`config.mk`:
```
export PLATFORM = sky130hd
export DESIGN_NAME = pattern_predictor_scheduler_flat
export DESIGN_NICKNAME = d
export VERILOG_FILES = /design/src/rtl/pattern_predictor_scheduler_if.sv /design/src/rtl/pattern_predictor_scheduler.sv /design/src/flat_wrapper.sv
export SDC_FILE = /design/constraint.sdc
export NUM_CORES = 1
export LEC_CHECK = 0
export CORE_MARGIN = 4
export CORE_UTILIZATION = 50
export DETAILED_ROUTE_END_ITERATION = 12
export PLACE_DENSITY = 0.73
export SLEW_MARGIN = 10
export SYNTH_ARGS = -nofsm -noshare
export SYNTH_HDL_FRONTEND = slang
export SYNTH_SLANG_ARGS = --single-unit
```
`constraint.sdc`:
```
create_clock -name clk -period 3.37 [get_ports clk]
set_input_delay 1.011 -clock clk [delete_from_list [all_inputs] [get_ports clk]]
set_output_delay 1.011 -clock clk [all_outputs]
set_load 0.05 [all_outputs]
```
`src/rtl/pattern_predictor_scheduler_if.sv`:
```
// Bus between the requesting streams and the predictor/scheduler:
// request/outcome handshake, registered result and counter readback.
interface pattern_predictor_scheduler_if #(
    parameter int CNT_W = 8
);
    logic [3:0]       req;
    logic [3:0]       act;
    logic [3:0]       gnt;
    logic             out_valid;
    logic [1:0]       out_id;
    logic             out_pred;
    logic             out_match;
    logic [1:0]       rd_sel;
    logic [CNT_W-1:0] rd_x_cnt;
    logic [CNT_W-1:0] rd_z_cnt;
    logic [1:0]       rd_state;

    modport master (
        output req, act, rd_sel,
        input  gnt, out_valid, out_id, out_pred, out_match,
        input  rd_x_cnt, rd_z_cnt, rd_state
    );

    modport slave (
        input  req, act, rd_sel,
        output gnt, out_valid, out_id, out_pred, out_match,
        output rd_x_cnt, rd_z_cnt, rd_state
    );
endinterface

```
`src/rtl/pattern_predictor_scheduler.sv`:
```
// Four 2-bit saturating outcome predictors sharing one compare/update path.
// A round-robin arbiter picks one requesting stream per cycle; the granted
// stream's prediction is checked against its actual outcome, its predictor
// and counters are updated, and the result is registered one cycle later.
module pattern_predictor_scheduler #(
    parameter int CNT_W = 8
) (
    input  logic                        clk,
    input  logic                        rst,
    input  logic                        clr,
    pattern_predictor_scheduler_if.slave bus
);

    logic [1:0]       ptr_reg;
    logic             out_valid_reg;
    logic [1:0]       out_id_reg;
    logic             out_pred_reg;
    logic             out_match_reg;

    logic [3:0]       grant;
    logic             grant_any;
    logic [1:0]       grant_idx;
    logic [1:0]       cand;

    logic [1:0]       state_q [4];
    logic [CNT_W-1:0] x_cnt_q [4];
    logic [CNT_W-1:0] z_cnt_q [4];
    logic [3:0]       hit_vec;

    // Round-robin search from ptr; scanning offsets high-to-low lets the
    // lowest offset from ptr overwrite and win. Reset or clear blocks all grants.
    always_comb begin
        grant_any = 1'b0;
        grant_idx = 2'd0;
        cand      = 2'd0;
        if (rst && !clr) begin
            for (int k = 3; k >= 0; k--) begin
                cand = ptr_reg + 2'(k);
                if (bus.req[cand]) begin
                    grant_any = 1'b1;
                    grant_idx = cand;
                end
            end
        end
    end

    assign grant   = grant_any ? (4'b0001 << grant_idx) : 4'b0000;
    assign bus.gnt = grant;

    genvar gi;
    generate
        for (gi = 0; gi < 4; gi++) begin : g_stream
            logic [1:0]       state_reg;
            logic [CNT_W-1:0] x_cnt_reg;
            logic [CNT_W-1:0] z_cnt_reg;

            // Prediction is the state's MSB; a hit means it matches the outcome.
            assign hit_vec[gi] = (state_reg[1] == bus.act[gi]);

            // Saturating predictor and counter update when this stream is granted.
            always_ff @(posedge clk or negedge rst) begin
                if (!rst) begin
                    state_reg <= 2'b00;
                    x_cnt_reg <= '0;
                    z_cnt_reg <= '0;
                end else if (clr) begin
                    state_reg <= 2'b00;
                    x_cnt_reg <= '0;
                    z_cnt_reg <= '0;
                end else if (grant[gi]) begin
                    if (bus.act[gi]) begin
                        if (state_reg != 2'b11) state_reg <= state_reg + 2'd1;
                    end else begin
                        if (state_reg != 2'b00) state_reg <= state_reg - 2'd1;
                    end
                    if (x_cnt_reg != '1) x_cnt_reg <= x_cnt_reg + 1'b1;
                    if (hit_vec[gi] && (z_cnt_reg != '1)) z_cnt_reg <= z_cnt_reg + 1'b1;
                end
            end

            assign state_q[gi] = state_reg;
            assign x_cnt_q[gi] = x_cnt_reg;
            assign z_cnt_q[gi] = z_cnt_reg;
        end
    endgenerate

    // Pointer advance and registered result; id/pred/match hold when idle.
    always_ff @(posedge clk or negedge rst) begin
        if (!rst) begin
            ptr_reg       <= 2'd0;
            out_valid_reg <= 1'b0;
            out_id_reg    <= 2'd0;
            out_pred_reg  <= 1'b0;
            out_match_reg <= 1'b0;
        end else if (clr) begin
            ptr_reg       <= 2'd0;
            out_valid_reg <= 1'b0;
        end else if (grant_any) begin
            ptr_reg       <= grant_idx + 2'd1;
            out_valid_reg <= 1'b1;
            out_id_reg    <= grant_idx;
            out_pred_reg  <= state_q[grant_idx][1];
            out_match_reg <= hit_vec[grant_idx];
        end else begin
            out_valid_reg <= 1'b0;
        end
    end

    assign bus.out_valid = out_valid_reg;
    assign bus.out_id    = out_id_reg;
    assign bus.out_pred  = out_pred_reg;
    assign bus.out_match = out_match_reg;

    assign bus.rd_x_cnt  = x_cnt_q[bus.rd_sel];
    assign bus.rd_z_cnt  = z_cnt_q[bus.rd_sel];
    assign bus.rd_state  = state_q[bus.rd_sel];

endmodule

```
`src/flat_wrapper.sv`:
```
// flat-port wrapper written by rule: the top's interface ports become plain ports
module pattern_predictor_scheduler_flat 
#(
    parameter int CNT_W = 8
)
  (clk, rst, clr, bus_req, bus_act, bus_rd_sel, bus_gnt, bus_out_valid, bus_out_id, bus_out_pred, bus_out_match, bus_rd_x_cnt, bus_rd_z_cnt, bus_rd_state);
  pattern_predictor_scheduler_if #(.CNT_W(CNT_W)) bus_i ();
  input  logic clk;
  input  logic rst;
  input  logic clr;
  input wire logic [$bits(bus_i.req)-1:0] bus_req;
  input wire logic [$bits(bus_i.act)-1:0] bus_act;
  input wire logic [$bits(bus_i.rd_sel)-1:0] bus_rd_sel;
  output wire logic [$bits(bus_i.gnt)-1:0] bus_gnt;
  output wire logic [$bits(bus_i.out_valid)-1:0] bus_out_valid;
  output wire logic [$bits(bus_i.out_id)-1:0] bus_out_id;
  output wire logic [$bits(bus_i.out_pred)-1:0] bus_out_pred;
  output wire logic [$bits(bus_i.out_match)-1:0] bus_out_match;
  output wire logic [$bits(bus_i.rd_x_cnt)-1:0] bus_rd_x_cnt;
  output wire logic [$bits(bus_i.rd_z_cnt)-1:0] bus_rd_z_cnt;
  output wire logic [$bits(bus_i.rd_state)-1:0] bus_rd_state;
  assign bus_i.req = bus_req;
  assign bus_i.act = bus_act;
  assign bus_i.rd_sel = bus_rd_sel;
  assign bus_gnt = bus_i.gnt;
  assign bus_out_valid = bus_i.out_valid;
  assign bus_out_id = bus_i.out_id;
  assign bus_out_pred = bus_i.out_pred;
  assign bus_out_match = bus_i.out_match;
  assign bus_rd_x_cnt = bus_i.rd_x_cnt;
  assign bus_rd_z_cnt = bus_i.rd_z_cnt;
  assign bus_rd_state = bus_i.rd_state;
  pattern_predictor_scheduler #(.CNT_W(CNT_W)) u_core (.clk(clk), .rst(rst), .clr(clr), .bus(bus_i));
endmodule
```
==> results of run 1 <==
==> cells in the mapped netlist, drive strengths merged, types with 10 or more instances <==
library cell and instances:
and3 14, nor4 11, o21ai 11, dfrtp 79, clkbuf 10, buf 10
xor2 13, mux2i 23, nand2 51, nor3 10, xnor2 29, nor2 66
a21oi 10, mux4 18, nand3 33
==> report_power, final <==
group          internal, mW  total (mW)  switching [mW]
Sequential            0.963       0.981          0.0175
Combinational         0.138       0.339           0.201
Clock                 0.340       0.703           0.363
==> through the flow <==
stage	TNS (ns)	power, mW	worst slack (ns)
after floorplan	0	1.17	0.00819
after global placement	-3.57	1.30	-0.372
after detailed placement	-3.94	1.31	-0.391
after CTS	0	2.03	0.0230
after global routing	0	2.10	0.00137
final	0	2.02	0.0651
==> final cells by class <==
class                      instances  area, um2  share of cell area [%]
multi-input combinational        354       2630                    46.1
clock buffer                      10        128                    2.24
sequential                        79       1980                    34.7
timing repair buffer              81        729                    12.8
tap                              111        139                    2.44
inverter                           8       36.3                   0.637
clock inverter                     6       61.3                    1.08
==> timing repair <==
action / 4_1_cts / 5_1_grt
pin swaps: 5 / 5
cloned: 1 / 0
buffers inserted: 7 / 0
setup endpoints to repair: 22 / 12
gates resized for setup: 27 / 4
==> logic make-up (layout without fill, tap and decap cells) <==
kind of cell / after synthesis / in the layout / share of synthesized area [%]
AND/OR/NAND/NOR: 216 / 216 / 24.1
AO/OA/AOI/OAI: 43 / 43 / 6.55
adder cells (fa/ha/maj): 8 / 8 / 2.14
multiplexers: 45 / 45 / 14.5
flip-flops: 79 / 79 / 42.3
XOR/XNOR: 42 / 42 / 7.86
buffers and inverters: 28 / 105 / 2.54
==> metal layers <==
metal | track usage (%) | vias to the layer above
li1 | - | 1796
met1 | 31.1 | 1925
met2 | 35.5 | 111
met3 | 6.11 | 21
met4 | 8.15 | 0
met5 | 3.81 | -
==> final timing paths <==
check | start | endpoint | slack (ns)
setup / recovery | bus_req[3] | bus_gnt[2] | 0.07
hold / removal | u_core.bus.out_id[0] | u_core.bus.out_id[0] | 0.48
setup reg to reg | u_core.ptr_reg[1] | u_core.g_stream[0].x_cnt_reg[6] | 0.96
hold reg to reg | u_core.bus.out_id[0] | u_core.bus.out_id[0] | 0.48
max in group asynchronous | rst | u_core.g_stream[2].z_cnt_reg[4] | 1.63
min in group asynchronous | rst | u_core.g_stream[0].z_cnt_reg[5] | 0.66
==> worst register-to-register path, cell delays in order, from the launching register on <==
cell,delay [ns]
dfrtp_1,0.48
mux2_4,0.35
o221ai_4,0.24
buf_4,0.18
o211ai_4,0.09
buf_4,0.14
buf_4,0.19
nor2_1,0.32
nand4_1,0.17
mux2i_1,0.14
==> flow_summary.json, run 1 <==
{
  "cts_buffers": 9,
  "final_cell_area_um2": 5700,
  "hold_path_depth": 2,
  "rsz0062_at_grt": "false",
  "crit_chain": "clkdlybuf4s15_1 > or4_4 > nand3_4 > buf_6 > nor4b_4 > buf_4 > buf_12",
  "antenna_found_initial": 0,
  "routedWlPerCell_um": 18.4,
  "cp_max_fo": 2,
  "drv_slew": 0,
  "tightest_slew_ns": 0.812,
  "clock_latency_ns": 0.36,
  "die-area_um2": 11000,
  "path_clk_slew_ns": 0.08,
  "ant_nets": 0,
  "critPathMaxStageDelay_ns": 0.53,
  "finalWirelength_mm": 11.9,
  "dp_hpwl_mm": 8.30,
  "grt_first_pass_wirelength_mm": 20.0,
  "core_um2": 9150,
  "synthArstFlopShare_pct": 100,
  "area_growth_pct": 21.9,
  "finalClockSkew_ns": 0.00873,
  "met3_length_um": 745,
  "clock_sinks": 79,
  "vias": 3853,
  "final_common_cell": "dfrtp_1",
  "ys_ff_latch": 79,
  "critPathCaptureType": "output pin",
  "holdBufCountCts": 0,
  "status": "complete, no violations",
  "setup_violations": 0,
  "avgSynthCellArea_um2": 10.1,
  "fin_nets": 554,
  "highest_layer": "met4",
  "fin_worst_hold_slack_ns": 0.480,
  "ys.flop_type": "dfrtp_1",
  "initial_core_util_pct": 51.1,
  "p_per_area_nw_per_um2": 355,
  "final_core_util_pct": 62.3,
  "hold_class": "register to register",
  "fmax_mhz": 303,
  "dpl_cell_area_um2": 5390,
  "die_h_um": 105,
  "cellLeakagePower_nw": 2.55,
  "path_delay_family": "simple AND/OR/NAND/NOR gates",
  "cp_num_cells": 7,
  "synth_cells": 461,
  "diodes": 0,
  "io_buffers": 39,
  "final_cells": 649,
  "dieWidth_um": 105,
  "cpMaxStageDelayCell": "or4_4",
  "routed-wl-met2_mm": 5.73,
  "drt-pass1-iter-count": 5,
  "synth-edff-count": 0,
  "grtUsageTotal_pct": 23.0,
  "place_congestion": 0.848,
  "finalCritPeriodShare_pct": 98.1,
  "yosysTopAreaCell": "dfrtp_1",
  "drt_iter0_drc": 319,
  "clockRootBuffer": "clkbuf_8",
  "relSlewSlack_pct": 45.9,
  "critPathArrivalTime_ns": 2.29,
  "synth_top_area_share_pct": 42.3,
  "drive_above_1_share_pct": 25.1,
  "critical_path_class": "primary input to output pin",
  "yosys-top-cells-area": "dfrtp_1, mux4_2, xnor2_1, nor2_1, mux2i_1",
  "cp.required_ns": 2.36,
  "ys_warn_count": 0,
  "wl_met1_mm": 5.19,
  "num_rows": 35,
  "htreeDepth": 3,
  "via_per_inst": 5.94,
  "r2r_cells": 9,
  "grt_pass1_vias": 3899,
  "fill_cells": 747,
  "syn_nets": 482,
  "cap_viol_max_count": 0,
  "yosysSeqAreaShare_pct": 42.3,
  "hold_violations": 0,
  "grt_max_degree": 62,
  "cp_num_buf_inv": 4,
  "cts_tree": "built",
  "period_minus_slack_ns": 3.30,
  "cts.path.max_buffers": 2,
  "grt_overflow": 0,
  "drc": 0,
  "ir_worst_vdd_uv": 168,
  "worstSetupStartpointType": "primary input",
  "yosysUniqueCellTypes": 51,
  "dp_cells": 625,
  "mostFrequentLayoutCells": "dfrtp_1, nor2_1, buf_4",
  "syn_area_um2": 4680,
  "pin_count": 40
}
No activity file was read; power rests on OpenSTA's default activity.
==> run 2, diff against run 1 <==
RECOVER_POWER = 50   (was unset)
==> run 2 against run 1 <==
- maximum frequency barely moved
- clock skew rose by 0.0023 ns
- register-to-register slack got worse by 0.20 ns
- combinational power fell by 2%
- largest power group unchanged
==> flow_summary.json, run 2 (synthesis results as in run 1) <==
{
  "worstSetupStartpointType": "primary input",
  "grtUsageTotal_pct": 23.0,
  "area_growth_pct": 21.4,
  "drt-pass1-iter-count": 5,
  "dp_cells": 625,
  "fin_worst_hold_slack_ns": 0.481,
  "ir_worst_vdd_uv": 166,
  "core_um2": 9150,
  "mostFrequentLayoutCells": "dfrtp_1, nor2_1, nand2_1",
  "met3_length_um": 873,
  "vias": 3874,
  "critPathCaptureType": "output pin",
  "dieWidth_um": 105,
  "fin_nets": 554,
  "path_clk_slew_ns": 0.08,
  "rsz0062_at_grt": "false",
  "final_core_util_pct": 62.0,
  "status": "complete, no violations",
  "fill_cells": 751,
  "tightest_slew_ns": 0.991,
  "die-area_um2": 11000,
  "final_common_cell": "dfrtp_1",
  "cp_max_fo": 4,
  "drv_slew": 0,
  "highest_layer": "met4",
  "routed-wl-met2_mm": 5.60,
  "dp_hpwl_mm": 8.30,
  "critical_path_class": "primary input to output pin",
  "grt_max_degree": 62,
  "cts_buffers": 9,
  "num_rows": 35,
  "io_buffers": 39,
  "cts.path.max_buffers": 2,
  "antenna_found_initial": 0,
  "pin_count": 40,
  "routedWlPerCell_um": 18.3,
  "cellLeakagePower_nw": 2.53,
  "setup_violations": 0,
  "finalWirelength_mm": 11.9,
  "cp.required_ns": 2.36,
  "clockRootBuffer": "clkbuf_8",
  "critPathArrivalTime_ns": 2.30,
  "clock_sinks": 79,
  "finalSetupTns_ns": 0,
  "reg2reg_slack_ns": 0.76,
  "period_minus_slack_ns": 3.31,
  "initial_core_util_pct": 51.1,
  "final_cell_area_um2": 5680,
  "die_h_um": 105,
  "p_per_area_nw_per_um2": 356,
  "dpl_cell_area_um2": 5390,
  "grt_pass1_vias": 3899,
  "clock_latency_ns": 0.35,
  "via_per_inst": 5.97,
  "htreeDepth": 3,
  "grt_overflow": 0,
  "fmax_mhz": 302,
  "hold_class": "register to register",
  "drt_iter0_drc": 311,
  "cap_viol_max_count": 0,
  "place_congestion": 0.848,
  "drc": 0,
  "drive_above_1_share_pct": 24.0,
  "hold_violations": 0,
  "diodes": 0,
  "finalClockSkew_ns": 0.0110,
  "relSlewSlack_pct": 33.9,
  "grt_first_pass_wirelength_mm": 20.0,
  "wl_met1_mm": 5.19,
  "cts_tree": "built",
  "final_cells": 649,
  "ant_nets": 0,
  "finalCritPeriodShare_pct": 98.1
}
run 2: cell count changes in the layout (fill, tap and decap cells not counted):
cell / change
clkbuf_1: +6
clkbuf_4: +1
buf_4: -7
or2_0: +1
or2_1: -1
run 2: path summary, 6_finish.rpt:
check                                                  end            startpoint  cells after the start
min in group asynchronous  u_core.g_stream[0].z_cnt_reg[7]                   rst                      2
setup / recovery                                bus_gnt[3]            bus_req[2]                      8
setup reg to reg           u_core.g_stream[1].z_cnt_reg[1]     u_core.ptr_reg[1]                      8
hold reg to reg                       u_core.bus.out_id[0]  u_core.bus.out_id[0]                      2
hold / removal                        u_core.bus.out_id[0]  u_core.bus.out_id[0]                      2
max in group asynchronous  u_core.g_stream[3].z_cnt_reg[0]                   rst                      3
run 2: final cells by class:
type / count / area (um2) / area share (%)
multi-input combinational: 354 / 2630 / 46.3
inverter: 8 / 36.3 / 0.639
sequential: 79 / 1980 / 34.8
tap: 111 / 139 / 2.45
timing repair buffer: 81 / 707 / 12.5
clock buffer: 10 / 128 / 2.25
clock inverter: 6 / 61.3 / 1.08
run 2: critical path: stages:
cell and delay, ns:
clkbuf_2 0.09, buf_4 0.13, and2b_2 0.21, a311oi_4 0.34, nor2_2 0.13, nand3_2 0.14
inv_2 0.08, buf_12 0.15
run 2: power breakdown:
| group | switching [mW] | internal (mW) |
|---|---|---|
| sequential | 0.0175 | 0.963 |
| clock | 0.365 | 0.340 |
| combinational | 0.200 | 0.133 |
run 2: per-stage QoR:
stage | total power, mW | worst slack [ns]
2_1_floorplan | 1.17 | 0.00819
3_3_place_gp | 1.30 | -0.372
3_5_place_dp | 1.31 | -0.391
4_1_cts | 2.03 | 0.0230
5_1_grt | 2.10 | 0.00134
6_report | 2.02 | 0.0640
run 2: repair_timing:
item                       CTS  global route
hold buffers                 0             0
setup endpoints to repair   22            12
resized for setup           27             4
pin swaps                    5             5
setup buffers                7             0
cloned                       1             0
run 2: metal layers:
metal / global-route usage (%) / vias to the layer above
li1: - / 1803
met1: 31.1 / 1929
met2: 35.5 / 121
met3: 6.11 / 21
met4: 8.15 / 0
met5: 3.81 / -
